<file path="config.mk">
export PLATFORM = sky130hd
export DESIGN_NAME = kara_pp_gen_64bit_flat
export DESIGN_NICKNAME = d
export VERILOG_FILES = /design/src/rtl/kara_pkg.sv /design/src/rtl/kara_pp_gen_64bit_if.sv /design/src/rtl/kara_digit_step.sv /design/src/rtl/kara_pp_gen_64bit.sv /design/src/flat_wrapper.sv
export SDC_FILE = /design/constraint.sdc
export NUM_CORES = 2
export LEC_CHECK = 0
export ABC_AREA = 0
export BUFFER_PORTS_ARGS = -buffer_cell sky130_fd_sc_hd__buf_4
export CAP_MARGIN = 5
export CORE_ASPECT_RATIO = 1.25
export CORE_MARGIN = 4
export CORE_UTILIZATION = 40
export CTS_BUF_LIST = sky130_fd_sc_hd__clkbuf_8
export DETAILED_ROUTE_END_ITERATION = 16
export PLACE_DENSITY = 0.69
export SYNTH_ARGS = -nofsm -noshare
export SYNTH_HDL_FRONTEND = slang
export SYNTH_SLANG_ARGS = --single-unit
</file>
<file path="constraint.sdc">
create_clock -name clk -period 2.2 [get_ports clk]
set_clock_uncertainty 0.05 [all_clocks]
set_input_delay 0.33 -clock clk [delete_from_list [all_inputs] [get_ports clk]]
set_output_delay 0.33 -clock clk [all_outputs]
set_load 0.02 [all_outputs]
</file>
<file path="src/rtl/kara_pkg.sv">
// Shared types for the Karatsuba carry-less multiplier path
// (partial-product generator and the downstream recombination stage).
package kara_pkg;

  localparam int unsigned HALF_W = 32;
  localparam int unsigned PROD_W = 2 * HALF_W - 1;

  typedef logic [PROD_W-1:0] prod_t;

  typedef enum logic [1:0] {
    IDLE,
    CALC,
    DONE
  } kara_state_e;

endpackage

</file>
<file path="src/rtl/kara_pp_gen_64bit_if.sv">
// Operand/result handshake bundle for kara_pp_gen_64bit.
// master = operand source and result sink, slave = the generator.
// pp_par exists only when KARA_PP_PARITY_EN is defined.
interface kara_pp_gen_64bit_if;
  import kara_pkg::*;

  logic                  in_valid;
  logic                  in_ready;
  logic [2*HALF_W-1:0]   a;
  logic [2*HALF_W-1:0]   b;
  logic                  out_valid;
  logic                  out_ready;
  prod_t                 z0;
  prod_t                 z1;
  prod_t                 z2;
`ifdef KARA_PP_PARITY_EN
  logic [2:0]            pp_par;
`endif

  modport master (
    output in_valid, a, b, out_ready,
`ifdef KARA_PP_PARITY_EN
    input  pp_par,
`endif
    input  in_ready, out_valid, z0, z1, z2
  );

  modport slave (
    input  in_valid, a, b, out_ready,
`ifdef KARA_PP_PARITY_EN
    output pp_par,
`endif
    output in_ready, out_valid, z0, z1, z2
  );

endinterface

</file>
<file path="src/rtl/kara_digit_step.sv">
// One iteration of a digit-serial carry-less multiply:
// acc_next = acc ^ XOR_j (b_digit[j] ? a << (step*DIGIT + j) : 0).
module kara_digit_step #(
  parameter int unsigned HALF_W = 32,
  parameter int unsigned DIGIT  = 4,
  parameter int unsigned CNT_W  = 3
) (
  input  logic [HALF_W-1:0]   a,
  input  logic [DIGIT-1:0]    b_digit,
  input  logic [CNT_W-1:0]    step,
  input  logic [2*HALF_W-2:0] acc,
  output logic [2*HALF_W-2:0] acc_next
);

  logic [2*HALF_W-2:0] a_ext;

  assign a_ext = {{(HALF_W-1){1'b0}}, a};

  // XOR in the shifted multiplicand for every set bit of this multiplier digit
  always_comb begin
    acc_next = acc;
    for (int unsigned j = 0; j < DIGIT; j++) begin
      if (b_digit[j]) begin
        acc_next = acc_next ^ (a_ext << (32'(step) * DIGIT + j));
      end
    end
  end

endmodule

</file>
<file path="src/rtl/kara_pp_gen_64bit.sv">
// Iterative 64x64 carry-less Karatsuba partial-product generator.
// Produces z0 = a_lo*b_lo, z1 = (a_lo^a_hi)*(b_lo^b_hi), z2 = a_hi*b_hi,
// DIGIT multiplier bits per cycle, fixed latency, one operation in flight.
// Optional feature macro: KARA_PP_PARITY_EN (adds registered pp_par).
module kara_pp_gen_64bit import kara_pkg::*; #(
  parameter int unsigned HALF_W = kara_pkg::HALF_W,
  parameter int unsigned DIGIT  = 4
) (
  input  logic               clk,
  input  logic               rst,
  kara_pp_gen_64bit_if.slave bus
);

  localparam int unsigned NSTEP = HALF_W / DIGIT;
  localparam int unsigned CNT_W = (NSTEP > 1) ? $clog2(NSTEP) : 1;
  localparam logic [CNT_W-1:0] CNT_LAST = CNT_W'(NSTEP - 1);

  kara_state_e state, state_next;

  logic              in_ready;
  logic              out_valid;
  logic              last;
  logic [CNT_W-1:0]  cnt;

  logic [HALF_W-1:0] a_lo, a_hi, a_mid;
  logic [HALF_W-1:0] b_lo, b_hi, b_mid;
  prod_t             acc_lo, acc_hi, acc_mid;
  prod_t             acc_lo_next, acc_hi_next, acc_mid_next;

  assign last = (cnt == CNT_LAST);

  // State register
  always_ff @(posedge clk) begin
    if (rst) state <= IDLE;
    else     state <= state_next;
  end

  // Next-state and handshake outputs
  always_comb begin
    state_next = state;
    in_ready   = 1'b0;
    out_valid  = 1'b0;
    case (state)
      IDLE: begin
        in_ready = 1'b1;
        if (bus.in_valid) state_next = CALC;
      end
      CALC: begin
        if (last) state_next = DONE;
      end
      DONE: begin
        out_valid = 1'b1;
        if (bus.out_ready) state_next = IDLE;
      end
      default: state_next = IDLE;
    endcase
  end

  // Operand latch, digit-serial accumulation and step counter.
  // Multiplier halves shift right so the active digit is always the low bits.
  always_ff @(posedge clk) begin
    if (rst) begin
      a_lo    <= '0;
      a_hi    <= '0;
      a_mid   <= '0;
      b_lo    <= '0;
      b_hi    <= '0;
      b_mid   <= '0;
      acc_lo  <= '0;
      acc_hi  <= '0;
      acc_mid <= '0;
      cnt     <= '0;
    end else begin
      case (state)
        IDLE: begin
          if (bus.in_valid) begin
            a_lo    <= bus.a[HALF_W-1:0];
            a_hi    <= bus.a[2*HALF_W-1:HALF_W];
            a_mid   <= bus.a[HALF_W-1:0] ^ bus.a[2*HALF_W-1:HALF_W];
            b_lo    <= bus.b[HALF_W-1:0];
            b_hi    <= bus.b[2*HALF_W-1:HALF_W];
            b_mid   <= bus.b[HALF_W-1:0] ^ bus.b[2*HALF_W-1:HALF_W];
            acc_lo  <= '0;
            acc_hi  <= '0;
            acc_mid <= '0;
            cnt     <= '0;
          end
        end
        CALC: begin
          acc_lo  <= acc_lo_next;
          acc_hi  <= acc_hi_next;
          acc_mid <= acc_mid_next;
          b_lo    <= b_lo >> DIGIT;
          b_hi    <= b_hi >> DIGIT;
          b_mid   <= b_mid >> DIGIT;
          cnt     <= last ? '0 : cnt + CNT_W'(1);
        end
        default: ;
      endcase
    end
  end

  kara_digit_step #(.HALF_W(HALF_W), .DIGIT(DIGIT), .CNT_W(CNT_W)) u_step_lo (
    .a        (a_lo),
    .b_digit  (b_lo[DIGIT-1:0]),
    .step     (cnt),
    .acc      (acc_lo),
    .acc_next (acc_lo_next)
  );

  kara_digit_step #(.HALF_W(HALF_W), .DIGIT(DIGIT), .CNT_W(CNT_W)) u_step_mid (
    .a        (a_mid),
    .b_digit  (b_mid[DIGIT-1:0]),
    .step     (cnt),
    .acc      (acc_mid),
    .acc_next (acc_mid_next)
  );

  kara_digit_step #(.HALF_W(HALF_W), .DIGIT(DIGIT), .CNT_W(CNT_W)) u_step_hi (
    .a        (a_hi),
    .b_digit  (b_hi[DIGIT-1:0]),
    .step     (cnt),
    .acc      (acc_hi),
    .acc_next (acc_hi_next)
  );

`ifdef KARA_PP_PARITY_EN
  // Parity captured from the final accumulator values on DONE entry
  always_ff @(posedge clk) begin
    if (rst) begin
      bus.pp_par <= '0;
    end else if (state == CALC && last) begin
      bus.pp_par <= {^acc_hi_next, ^acc_mid_next, ^acc_lo_next};
    end
  end
`endif

  // Accumulators are the result registers; they only change outside DONE
  assign bus.in_ready  = in_ready;
  assign bus.out_valid = out_valid;
  assign bus.z0        = acc_lo;
  assign bus.z1        = acc_mid;
  assign bus.z2        = acc_hi;

endmodule

</file>
<file path="src/flat_wrapper.sv">
// flat-port wrapper written by rule: the top's interface ports become plain ports
module kara_pp_gen_64bit_flat import kara_pkg::*;
#(
  parameter int unsigned HALF_W = kara_pkg::HALF_W,
  parameter int unsigned DIGIT  = 4
)
  (clk, rst, bus_in_valid, bus_a, bus_b, bus_out_ready, bus_in_ready, bus_out_valid, bus_z0, bus_z1, bus_z2);
  kara_pp_gen_64bit_if bus_i ();
  input  logic clk;
  input  logic rst;
  input wire logic [$bits(bus_i.in_valid)-1:0] bus_in_valid;
  input wire logic [$bits(bus_i.a)-1:0] bus_a;
  input wire logic [$bits(bus_i.b)-1:0] bus_b;
  input wire logic [$bits(bus_i.out_ready)-1:0] bus_out_ready;
  output wire logic [$bits(bus_i.in_ready)-1:0] bus_in_ready;
  output wire logic [$bits(bus_i.out_valid)-1:0] bus_out_valid;
  output wire logic [$bits(bus_i.z0)-1:0] bus_z0;
  output wire logic [$bits(bus_i.z1)-1:0] bus_z1;
  output wire logic [$bits(bus_i.z2)-1:0] bus_z2;
  assign bus_i.in_valid = bus_in_valid;
  assign bus_i.a = bus_a;
  assign bus_i.b = bus_b;
  assign bus_i.out_ready = bus_out_ready;
  assign bus_in_ready = bus_i.in_ready;
  assign bus_out_valid = bus_i.out_valid;
  assign bus_z0 = bus_i.z0;
  assign bus_z1 = bus_i.z1;
  assign bus_z2 = bus_i.z2;
  kara_pp_gen_64bit #(.HALF_W(HALF_W), .DIGIT(DIGIT)) u_core (.clk(clk), .rst(rst), .bus(bus_i));
endmodule
</file>
* Yosys cells after proc, flatten, opt, wreduce, memory -nomap -nowiden
Index checks and enable logic that the tools add are counted.
** Word-level totals
- Logic and storage cells :: 83
- Flip-flop bits (word level) :: 386
- Input port bits :: 132
- Output and inout port bits :: 191
** Cells by class
- Shifts and indexed selects :: 12
- Eq/ne operators :: 6
- Bitwise operators :: 14
- Reduce and logical (&&, ||, !) cells :: 5
- Add/subtract/negate cells :: 4
- Mux-type cells :: 31
** Operators with widths (number)
- $mux W63 :: 13
- $xor A63 B63 Y63 :: 12
- $pmux W63 S2 :: 3
- $shl A32 B32 Y63 :: 6
- $pmux W32 S2 :: 3
- $shl A32 B5 Y63 :: 3
- $shl A32 B6 Y63 :: 3
- $mux W32 :: 3
- $xor A32 B32 Y32 :: 2
- $add A5 B2 Y6 const B :: 2
- $add A5 B1 Y6 const B :: 1
- $mux W2 :: 3
- $mux W3 :: 2
- $pmux W2 S3 :: 1
- $pmux W3 S2 :: 1
- $ne A2 B2 Y1 const B :: 2
- $reduce_and A2 Y1 :: 2
- $add A3 B1 Y3 const B :: 1
- $eq A3 B3 Y1 const B :: 1
- $reduce_and A3 Y1 :: 1
- $eq A2 B1 Y1 const B :: 1
- $eq A2 B2 Y1 const B :: 1
- $logic_not A2 Y1 :: 1
- $mux W1 :: 2
- 2 further kinds :: 2

* Depth between registers and ports, before layout
- Depth after elaboration :: 10
- Mapped depth :: 13
- Depth with buffers taken out :: 7

* Cells and area by module
From an unflattened synthesis, not the netlist that was laid out.
** Second synthesis, totals
- Cells, all modules :: 3680
- Area total of the unflattened synthesis :: 30337.8 µm²
** By module, submodules not included
- kara_digit_step :: area an instance 5170.0 µm², cells an instance 658, sequential area each 0.0 µm², times used 3
- kara_pp_gen_64bit :: area an instance 14828.0 µm², cells an instance 1706, sequential area each 7727.4 µm², times used 1

* Worst setup path after synthesis
No wires, ideal clock.
- Kind :: reg2reg
- Start :: register u_core.cnt[0]
- End :: register u_core.acc_hi[45], in the netlist u_core.bus.z2[45]
- Library setup time :: 0.117 ns
- Period minus slack after synthesis :: 2.387 ns
- Slack :: -0.187 ns
- Path buffers :: 2
- Required time :: 2.033 ns
- Data arrival time :: 2.220 ns
- Cell stages (with the launch flop) :: 10
- Path through :: dfxtp_1 -> buf_6 -> buf_12 -> mux4_2 -> a22o_1 -> and3_1 -> a311oi_2 -> xor2_1 -> o21ai_0 -> a22o_1
** On the way
- Word-level cells in the longest chain between the ends :: 10
- Elaborated cells on any way between the ends :: 16
- Classes of those cells :: add/sub (3); shift (4); mux (5); bitwise (4)
** RTL lines
- start, declared :: RTL line kara_pp_gen_64bit.sv:23 : logic [CNT_W-1:0] cnt;
- start signal, assigned :: RTL line kara_pp_gen_64bit.sv:96 : cnt <= last ? '0 : cnt + CNT_W'(1);
- parallel branches: the longest is 8 deep, another holds $add A5 B1 Y6
- $mux W63 (*) :: RTL line kara_digit_step.sv:23 : if (b_digit[j]) begin
- $pmux W63 S2 (*) :: RTL line kara_pp_gen_64bit.sv:74 : case (state)
- end signal, assigned :: RTL line kara_pp_gen_64bit.sv:91 : acc_hi <= acc_hi_next;
- end, declared :: RTL line kara_pp_gen_64bit.sv:27 : prod_t acc_lo, acc_hi, acc_mid;
Every way passes the cells marked *.
A chain may end at the register's enable or synchronous reset.

* Worst setup path after layout
- Start :: register u_core.cnt[1]
- End :: register u_core.acc_mid[45], in the netlist u_core.bus.z1[45]
** On the way
- Word-level cells in the longest chain between the ends :: 10
- Elaborated cells on any way between the ends :: 16
- Classes of those cells :: add/sub (3); shift (4); mux (5); bitwise (4)
** RTL lines
- parallel branches: the longest is 8 deep, another holds $add A5 B1 Y6
- $mux W63 (*) :: RTL line kara_digit_step.sv:23
- $pmux W63 S2 (*) :: RTL line kara_pp_gen_64bit.sv:74
- end signal, assigned :: RTL line kara_pp_gen_64bit.sv:92 : acc_mid <= acc_mid_next;
- end, declared :: RTL line kara_pp_gen_64bit.sv:27
Marks and branches as above.

==> results.cfg <==
[routing]
via_count = 31970
drc = 0
route.met3.wl_um = 12810
drt_wl_total_um = 125300
firstDrtPassIters = 6
wl_met2_um = 56510
met1_length_um = 49320
ant_nets = 0
top_layer = met5
routed_via_density = 5.771
wire_per_inst_um = 22.63
drtIter0Drc = 3190

[final_layout]
nNetsFinal = 4658
drive_gt1_share_pct = 36.50
fin_cells = 5539
area_growth_pct = 47.75
nFillCells = 6057

[setup_path]
crit_type = reg -> reg
cp_max_fo = 5
crit_chain = buf_12 > mux4_2 > a22oi_1 > a2111oi_2 > a311oi_2 > xor2_1 > o21ai_1 > a22o_1
slowest_stage = mux4_2
crit_buf_inv = 1
arrival_ns = 3.10
crit_path_max_incr_delay_ns = 0.62
required_ns = 2.71
end_kind = flip-flop
critPathLaunchType = flip-flop
rr_startpoint = u_core.cnt[1]
critPathLaunch = u_core.cnt[1]
path_delay_family = compound AO/OA/AOI/OAI gates

[min_path]
hp-start = bus_b[23]
hold_path_class = in -> reg

[synth]
synth_common_cells = nand2_1 (649), xnor2_1 (403), dfxtp_1 (386)
yosysSeqAreaShare_pct = 26.77
netlist.top_cell.by_area = dfxtp_1
synth_nets = 3913
syn-instance-count = 3779
async_flop_share_pct = 0
synth_edf_count = 0
ys_warn_count = 0
synth_top_area_share_pct = 26.77
syn-mean-instance-area_sq_um = 7.639
synth_cell_types = 71
yosys-top-cells-area = dfxtp_1 (27%), xnor2_1 (12%), nand2_1 (8.4%), xor2_1 (6.0%), a21oi_1 (5.2%)
synth_top_flop_cell = dfxtp_1
synth.most_common_cell = nand2_1
synth-seq-cells = 386
syn_area_sq_mm = 0.02887

[place]
place_ws_ns = -0.5917
post-place-cells = 5180
numPortBuffers = 322
globalplace.congestion = 0.9699
dp_hpwl_um = 89270

[clocking]
clock_latency_ns = 0.68
cts_root_buffer = clkbuf_8
cts_sinks = 386
clock_tree.buffer_depth = 3
cts_tree = done
h-tree-depth = 3
cts_buffers = 73
clk_pin_slew_worst_paths_ns = 0.06

[die]
io_pins = 323
core_area_sq_mm = 0.07119
start_util_pct = 40.55
die-height_um = 308.4
row_count = 109
die_w_um = 248.3
dieArea_sq_mm = 0.07656

[global_route]
grtUsageTotal_pct = 30.29
globalRouteOverflowTotal = 0
grt_pass1_wl_um = 180100
antenna_found_initial = 25
grt_pass1_vias = 29080
grt_max_degree = 127

[timing]
hold_viol = 0
timing.fmax_ghz = 0.3866
worstMarginPinSlew_ns = 0.5930
hold_slack_ns = 0.03328
rsz0062_at_grt = true
slew_headroom_pct = 60.47
setup_ws_ns = -0.3869
fin_setup_tns_ns = -33.55
drv_slew = 0
finalCritPeriodShare_pct = 117.6
setup_viol = 166
period_needed_ns = 2.587

[status]
status = finished, violations left
violations = setup timing

[power_and_ir_drop]
p_per_area_mw_per_mm2 = 537.0
leakage_nw = 16.28
vdd_drop_max_uv = 545.2
finalPower_mw = 22.90

[run]
cap_viol_max_count = 0
==> metal layers <==
metal	up-vias	global-route usage [%]
met3	369	7.139
met4	22	13.72
met2	1727	46.55
li1	14530	-
met5	-	0
met1	15320	40.39
==> worst min-delay path, stage by stage <==
cell,delay [ns]
buf_4,0.10
xnor2_1,0.10
nand2_1,0.05
o211ai_1,0.07
a21oi_1,0.07
==> where the power goes <==
part | internal, mW | switching (mW) | leakage (nW) | total, mW
Clock | 4.19 | 3.48 | 0.833 | 7.67
Sequential | 7.56 | 0.676 | 3.16 | 8.24
Combinational | 3.16 | 3.83 | 12.3 | 6.99
==> layout make-up <==
| type | instances | area, sq um | share of cell area, % |
|---|---|---|---|
| timing repair buffer | 990 | 8976 | 21.05 |
| tap | 943 | 1180 | 2.766 |
| antenna | 21 | 52.55 | 0.1232 |
| inverter | 70 | 270.3 | 0.6337 |
| sequential | 386 | 7740 | 18.15 |
| clock buffer | 86 | 1184 | 2.775 |
| clock inverter | 40 | 351.6 | 0.8243 |
| multi-input combinational | 3003 | 22900 | 53.68 |
==> per-stage QoR <==
| step | cell area [sq um] | utilization [%] |
|---|---|---|
| final | 42650 | 59.91 |
| after global routing | 42620 | 59.86 |
| after detailed placement | 35210 | 49.46 |
| after global placement | 35210 | 49.46 |
| after floorplan | 29030 | - |
| after CTS | 39560 | 55.57 |
==> layout by cell type (no fill, tap or decap), drive strengths merged, types with 77 or more instances in the layout <==
master / n
nand2: 649
dfxtp: 386
nor3: 77
xor2: 199
nor2: 264
inv: 85
clkbuf: 95
o22ai: 81
o211ai: 81
xnor2: 403
nand3: 163
buf: 877
dlygate4sd3: 103
o21ai: 146
a21oi: 301
==> final timing paths <==
| check | to | slack (ns) | depth (start not counted) |
|---|---|---|---|
| worst min-delay path | u_core.b_mid[23] | 0.03 | 5 |
| worst min register to register | u_core.b_mid[10] | 0.41 | 2 |
| worst max register to register | u_core.bus.z1[45] | -0.39 | 8 |
| worst max-delay path | u_core.bus.z1[45] | -0.39 | 8 |
==> sequential cells by signal, summed over array words and instances, names as in the netlist <==
signal and cells:
u_core.bus.z1 63, u_core.b_lo 32, u_core.b_mid 32, u_core.cnt 3, u_core.bus.z2 63, u_core.b_hi 32, u_core.a_hi 32, u_core.a_mid 32
u_core.state 2, u_core.a_lo 32, u_core.bus.z0 63
==> kinds of logic after synthesis <==
family | after synthesis | synth area share [%]
compound gates | 829 | 18.12
xor+xnor | 612 | 19.05
fa+ha+maj | 2 | 0.08667
buf+inv | 390 | 5.942
flops | 386 | 26.77
mux | 168 | 8.491
simple gates | 1392 | 21.55
==> timing repair <==
action,in CTS,in global routing
gates cloned,7,9
hold buffers,103,0
endpoints found under the setup margin,173,172
buffers inserted,45,52
pin swaps,150,292
hold endpoints to repair,138,0
resized for setup,262,520
(Power assumes the default switching activity.)
